**src/rtl/c_ext_fetch_state.sv**
```systemverilog
// c_ext_fetch_state: IF-stage C-extension state tracker feeding the instruction aligner.
// Tracks the buffered fetch word, the compressed-at-low-half flag, a three-state
// spanning FSM (IDLE -> WAIT -> SPAN) for 32-bit instructions that straddle a word
// boundary, and stall bookkeeping. Every output comes straight from a register.
// Ports:
//   i_clk, i_rst                         clock, synchronous active-high reset
//   i_stall, i_flush                     hold / clear (flush wins over stall)
//   i_pc_reg                             registered PC, only bit 1 matters
//   i_instr, i_effective_instr           raw memory word, aligner-selected word
//   i_is_compressed, i_sel_nop           aligner classification this cycle
//   i_spanning_to_halfword               spanning completion lands on halfword PC
//   o_instr_buffer                       buffered word
//   o_prev_was_compressed_at_lo(_saved)  live flag and copy captured on stall entry
//   o_stall_registered                   i_stall delayed one cycle
//   o_spanning_wait_for_fetch            FSM in WAIT
//   o_spanning_in_progress               FSM in SPAN
//   o_spanning_buffer, _second_half      halves of the spanning instruction
//   o_spanning_to_halfword_registered    i_spanning_to_halfword delayed one advance
//   o_use_buffer_after_spanning          one-cycle pulse after the holdoff cycle
// Optional: define FROST_SPAN_PERF_EN to add o_span_count and o_comp_count.
module c_ext_fetch_state #(
    parameter int XLEN = 32
) (
    input  logic            i_clk,
    input  logic            i_rst,
    input  logic            i_stall,
    input  logic            i_flush,
    input  logic [XLEN-1:0] i_pc_reg,
    input  logic [31:0]     i_instr,
    input  logic [31:0]     i_effective_instr,
    input  logic            i_is_compressed,
    input  logic            i_sel_nop,
    input  logic            i_spanning_to_halfword,
    output logic [31:0]     o_instr_buffer,
    output logic            o_prev_was_compressed_at_lo,
    output logic            o_prev_was_compressed_at_lo_saved,
    output logic            o_stall_registered,
    output logic            o_spanning_wait_for_fetch,
    output logic            o_spanning_in_progress,
    output logic [15:0]     o_spanning_buffer,
    output logic [15:0]     o_spanning_second_half,
    output logic            o_spanning_to_halfword_registered,
    output logic            o_use_buffer_after_spanning
`ifdef FROST_SPAN_PERF_EN
    ,
    output logic [31:0]     o_span_count,
    output logic [31:0]     o_comp_count
`endif
);
    typedef enum logic [1:0] {S_IDLE, S_WAIT, S_SPAN} state_t;
    state_t      r_state, w_state;
    logic [31:0] r_instr_buffer, w_instr_buffer;
    logic        r_prev, w_prev;
    logic        r_saved, w_saved;
    logic        r_stall_reg;
    logic [15:0] r_span_buf, w_span_buf;
    logic [15:0] r_span_second, w_span_second;
    logic        r_hw_reg, w_hw_reg;
    logic        r_use_buf, w_use_buf;
    logic        w_adv;
    logic        w_unused;
    assign w_adv    = !i_stall && !i_flush;
    assign w_unused = ^{i_pc_reg[XLEN-1:2], i_pc_reg[0]};
    always_comb begin
        w_state        = r_state;
        w_instr_buffer = r_instr_buffer;
        w_prev         = r_prev;
        w_saved        = r_saved;
        w_span_buf     = r_span_buf;
        w_span_second  = r_span_second;
        w_hw_reg       = r_hw_reg;
        w_use_buf      = r_use_buf;
        if (i_flush) begin
            w_state        = S_IDLE;
            w_instr_buffer = '0;
            w_prev         = 1'b0;
            w_saved        = 1'b0;
            w_span_buf     = '0;
            w_span_second  = '0;
            w_hw_reg       = 1'b0;
            w_use_buf      = 1'b0;
        end else if (i_stall) begin
            w_saved = r_stall_reg ? r_saved : r_prev;
        end else begin
            w_hw_reg  = i_spanning_to_halfword;
            // Pulse once the holdoff cycle has passed, never two cycles running.
            w_use_buf = r_hw_reg && !r_use_buf;
            case (r_state)
                S_IDLE: begin
                    w_prev = i_is_compressed && !i_pc_reg[1] && !i_sel_nop;
                    if (!i_pc_reg[1]) w_instr_buffer = i_effective_instr;
                    if (i_pc_reg[1] && !i_is_compressed) begin
                        w_span_buf = i_effective_instr[31:16];
                        w_state    = S_WAIT;
                    end
                end
                S_WAIT: begin
                    w_span_second  = i_instr[15:0];
                    w_instr_buffer = i_instr;
                    w_state        = S_SPAN;
                end
                default: w_state = S_IDLE;
            endcase
        end
    end
    always_ff @(posedge i_clk) begin
        if (i_rst) begin
            r_state        <= S_IDLE;
            r_instr_buffer <= '0;
            r_prev         <= 1'b0;
            r_saved        <= 1'b0;
            r_stall_reg    <= 1'b0;
            r_span_buf     <= '0;
            r_span_second  <= '0;
            r_hw_reg       <= 1'b0;
            r_use_buf      <= 1'b0;
        end else begin
            r_state        <= w_state;
            r_instr_buffer <= w_instr_buffer;
            r_prev         <= w_prev;
            r_saved        <= w_saved;
            r_stall_reg    <= i_stall;
            r_span_buf     <= w_span_buf;
            r_span_second  <= w_span_second;
            r_hw_reg       <= w_hw_reg;
            r_use_buf      <= w_use_buf;
        end
    end
    assign o_instr_buffer                    = r_instr_buffer;
    assign o_prev_was_compressed_at_lo       = r_prev;
    assign o_prev_was_compressed_at_lo_saved = r_saved;
    assign o_stall_registered                = r_stall_reg;
    assign o_spanning_wait_for_fetch         = r_state == S_WAIT;
    assign o_spanning_in_progress            = r_state == S_SPAN;
    assign o_spanning_buffer                 = r_span_buf;
    assign o_spanning_second_half            = r_span_second;
    assign o_spanning_to_halfword_registered = r_hw_reg;
    assign o_use_buffer_after_spanning       = r_use_buf;
`ifdef FROST_SPAN_PERF_EN
    logic [31:0] r_span_count, r_comp_count;
    // Counters survive flush so they measure the whole run, not one redirect window.
    always_ff @(posedge i_clk) begin
        if (i_rst) begin
            r_span_count <= '0;
            r_comp_count <= '0;
        end else if (w_adv) begin
            r_span_count <= r_span_count + 32'(r_state == S_SPAN);
            r_comp_count <= r_comp_count + 32'(i_is_compressed && !i_sel_nop);
        end
    end
    assign o_span_count = r_span_count;
    assign o_comp_count = r_comp_count;
`endif
endmodule

```
**config.mk**
```make
export PLATFORM = sky130hd
export DESIGN_NAME = c_ext_fetch_state
export DESIGN_NICKNAME = d
export VERILOG_FILES = /design/src/rtl/c_ext_fetch_state.sv
export SDC_FILE = /design/constraint.sdc
export NUM_CORES = 1
export LEC_CHECK = 0
export CAP_MARGIN = 20
export CORE_AREA = 2 2 91 93
export CTS_BUF_LIST = sky130_fd_sc_hd__clkbuf_4 sky130_fd_sc_hd__clkbuf_8
export DETAILED_ROUTE_END_ITERATION = 8
export DIE_AREA = 0 0 93 95
export GPL_ROUTABILITY_DRIVEN = 0
export PLACE_DENSITY = 0.92
export SETUP_SLACK_MARGIN = 0.02
export SLEW_MARGIN = 20
export SYNTH_ARGS = -nofsm -noshare
export SYNTH_HDL_FRONTEND = slang
export SYNTH_SLANG_ARGS = --single-unit
```
**constraint.sdc**
```tcl
create_clock -name i_clk -period 1.7 [get_ports i_clk]
set_input_delay 0.17 -clock i_clk [delete_from_list [all_inputs] [get_ports i_clk]]
set_output_delay 0.17 -clock i_clk [all_outputs]
set_load 0.01 [all_outputs]
```
==> flow_summary_export.csv <==
group,metric,value,unit
status,run_status,"completed",
placed_design,dp_worst_setup_slack,-0.002525,ns
power,cell_internal_pwr,2.688,mW
worst_setup_path,r2r-start,"r_state[1]",
hold_path,min_path_type,"input port to register",
floorplan,die_w,93,µm
job,maxCapViolCount,0,
route,drt_first_pass_iters,4,
synthesis,cell_area_after_technology_mapping,3015,µm²
global_route,grt_first_pass_wirelength,14020,µm
synthesis,synthSimpleGateAreaFrac,10.29,%
synthesis,synth.lib_cells_used.distinct,24,
global_route,initial_antenna_violation_count,0,
synthesis,syn_nets,410,
clock_tree,tritoncts.num_buffers,9,
route,detail_route.drc_violations,0,
cells_and_area,diodes,0,
worst_setup_path,timing.reg2reg.setup_slack,0.23,ns
route,dr.max_layer_used,"met4",
synthesis,yosys.cell_count.top_type,"sky130_fd_sc_hd__dfxtp_1",
global_route,grt_max_degree,45,
worst_setup_path,critPathCaptureType,"output port",
route,wl_per_cell,16.22,µm
synthesis,synth_top_cell_by_area,"sky130_fd_sc_hd__dfxtp_1",
sta,finalSetupViolations,0,
sta,slew-limit-headroom,69.73,%
route,total_number_of_vias,2860,
sta,unrepaired_setup_endpoints_after_global_routing,"no",
synthesis,synth_ff_type,"sky130_fd_sc_hd__dfxtp_1",
route,met1_length,3754,µm
cells_and_area,layout.nets,550,
route,vias_per_cell,5.135,
synthesis,synth.mux.area_fraction,16.60,%
worst_setup_path,rr_worst_depth,5,
global_route,number_of_global_route_vias_before_repair,2821,
clock_tree,clk_pin_slew,0.08,ns
placed_design,io_buffers,142,
placed_design,detailedPlacementHpwl,6734,µm
synthesis,synth-warning-count,0,
worst_setup_path,critPathLaunchType,"register",
power,power.share.sequential,48.0,%
clock_tree,worst_skew_pair.late_latency,0.33,ns
floorplan,placementRows,33,
worst_setup_path,critPathLaunch,"r_state[1]",
synthesis,compound_gate_portion_of_the_synthesized_area,19.83,%
sta,maxClockFrequency,665.7,MHz
route,postRouteWirelength,9033,µm
cells_and_area,areaGrowthSynthToFinish,58.51,%
sta,skew,0.01009,ns
worst_setup_path,cp-endpoint,"o_spanning_wait_for_fetch",
power,power.share.switching,24.95,%
worst_setup_path,critPathMaxFanout,6,
synthesis,synth-xor-area-share,0,%
sta,post-route-period-util,88.37,%
clock_tree,cts-root-buf,"sky130_fd_sc_hd__clkbuf_8",
clock_tree,cts_max_level,3,
synthesis,combinational_family_with_the_most_area_after_synthesis,"compound AO/OA/AOI/OAI gates",
synthesis,yosysSeqAreaShare,47.14,%
synthesis,syn_avg_cell_area,9.822,µm²
sta,hold_viol_final,0,
global_route,global_route_total_usage_across_every_layer,20.31,%
floorplan,die-height,95,µm
worst_setup_path,setup.worst_path.class,"register to output port",
power,clock_power_share,36.8,%
synthesis,synthTopCellsByCount,"sky130_fd_sc_hd__dfxtp_1 (71), sky130_fd_sc_hd__a21oi_1 (51), sky130_fd_sc_hd__mux2i_1 (50)",
power,combinationalPowerShare,15.2,%
placed_design,post_dp_cell_area,4586,µm²
sta,worst_slew_pin_slew,0.4540,ns
clock_tree,clock_sinks,71,
sta,fin_ws,0.1977,ns
route,route.met2.wl,4472,µm
floorplan,initial_core_util,38.04,%
worst_setup_path,worst-endpoint-required,1.53,ns
power,leakagePower,1.575,nW
synthesis,synth_async_sr_flop_share,0,%
clock_tree,cts.hold.buffers_added,0,
synthesis,synth.ff_latch_count,71,
power,switching_power,893.5,µW
clock_tree,clockBufferDepth,2,
route,dr_wl_met3,602,µm
floorplan,die_area,8835,µm²
synthesis,adder_cell_area_share_of_the_yosys_netlist,0,%
synthesis,synth_top_area_share,47.14,%
power,power-per-cell-area,749.4,nW/µm²
worst_setup_path,crit_arrival,1.33,ns
sta,timing.final.crit_period,1.502,ns
clock_tree,tritoncts,"built",
synthesis,synth_edf_count,0,
cells_and_area,drive_gt1_share,9.513,%
route,dr.first_iter.drc_count,78,
route,ant_nets,0,
synthesis,synthCells,307,
global_route,global_route.overflow_total,0,
sta,final_max_slew_viol_count,0,
clock_tree,cts_repair_resize_count,2,
power,worst_ir_drop_vdd,416.3,µV
synthesis,top_cells_by_area_synth,"sky130_fd_sc_hd__dfxtp_1 (47%), sky130_fd_sc_hd__mux2i_1 (17%), sky130_fd_sc_hd__a21oi_1 (8.5%), sky130_fd_sc_hd__a211oi_1 (8.0%), sky130_fd_sc_hd__nand3b_1 (4.0%)",
cells_and_area,stdcell_area,4780,µm²
worst_setup_path,timing.rr.end,"o_instr_buffer[14]",
floorplan,design.core.area,7928,µm²
clock_tree,post_cts_buffers,0,
floorplan,io-pin-count,174,
[state kept, by name (all words and copies together) (netlist names)]
register                           cells
o_spanning_buffer                     16
o_prev_was_compressed_at_lo            1
o_stall_registered                     1
o_prev_was_compressed_at_lo_saved      1
o_spanning_second_half                16
o_instr_buffer                        32
o_use_buffer_after_spanning            1
r_state                                2
o_spanning_to_halfword_registered      1
[stage by stage]
stage                     total power [mW]  hold WS, ns  setup TNS [ns]  cells  utilization (%)
final                                3.582       0.3893               0    557            60.29
after global routing                 3.741       0.4027               0    557            60.29
after CTS                            3.628       0.3732               0    557            60.29
after detailed placement             2.300       0.4696       -0.002525    541            57.84
after global placement               2.285       0.4589               0    541            57.84
after floorplan                      1.976       0.2416               0    307                -
[kinds of logic (layout without fill, tap and decap cells)]
kind of cell / count (synthesis) / count (layout)
flip-flops: 71 / 71
AND/OR/NAND/NOR: 52 / 52
AO/OA/AOI/OAI: 101 / 101
multiplexers: 50 / 50
buffers and inverters: 33 / 178
[power groups by stage]
stage	combinational, mW	clock (mW)	sequential, mW
2_1_floorplan	0.204	0	1.77
3_3_place_gp	0.530	0	1.76
3_5_place_dp	0.543	0	1.76
4_1_cts	0.545	1.36	1.72
5_1_grt	0.583	1.43	1.72
6_report	0.544	1.32	1.72
[worst max-delay path, cell delays in order (launching register included)]
cell,delay (ns)
sky130_fd_sc_hd__dfxtp_1,0.37
sky130_fd_sc_hd__buf_4,0.18
sky130_fd_sc_hd__nor2b_4,0.17
sky130_fd_sc_hd__dlygate4sd2_1,0.29
[worst min path at each step]
stage / start / end / slack (ns) / depth (start not counted)
detailed placement: o_spanning_buffer[15] / o_spanning_buffer[15] / 0.47 / 2
finish: i_rst / o_stall_registered / 0.39 / 2
global placement: o_use_buffer_after_spanning / o_use_buffer_after_spanning / 0.46 / 2
CTS: i_rst / o_stall_registered / 0.37 / 2
global route: i_rst / o_stall_registered / 0.40 / 2
floorplan: i_rst / o_stall_registered / 0.24 / 1
[cell type report]
class / instances / area, µm²
multi-input cells: 203 / 1424
clock inverters: 7 / 72.57
repair buffers: 162 / 1607
clock buffers: 9 / 123.9
flip-flops and latches: 71 / 1421
fillers: 700 / 3148
well taps: 105 / 131.4
[layer usage]
metal  up-vias  GRT usage (%)
li1       1398              -
met1      1327          24.49
met2       118          35.21
met3        17          4.469
met4         0          8.211
met5         -              0
[cell usage in the layout, fill, tap and decap left out, types with 2 or more instances in the layout]
master,count
sky130_fd_sc_hd__nand3b_1,16
sky130_fd_sc_hd__nor2_1,21
sky130_fd_sc_hd__clkinv_2,2
sky130_fd_sc_hd__a211oi_1,32
sky130_fd_sc_hd__buf_4,17
sky130_fd_sc_hd__nor2_2,2
sky130_fd_sc_hd__o21ai_1,9
sky130_fd_sc_hd__buf_12,3
sky130_fd_sc_hd__clkbuf_8,9
sky130_fd_sc_hd__clkdlybuf4s50_1,140
sky130_fd_sc_hd__nor2b_1,3
sky130_fd_sc_hd__dlygate4sd2_1,2
sky130_fd_sc_hd__o21ai_0,7
sky130_fd_sc_hd__mux2i_1,50
sky130_fd_sc_hd__nand2_1,2
sky130_fd_sc_hd__clkinvlp_4,2
sky130_fd_sc_hd__dfxtp_1,71
sky130_fd_sc_hd__a21oi_1,51
Note: power is estimated with default switching activity, not from simulation.
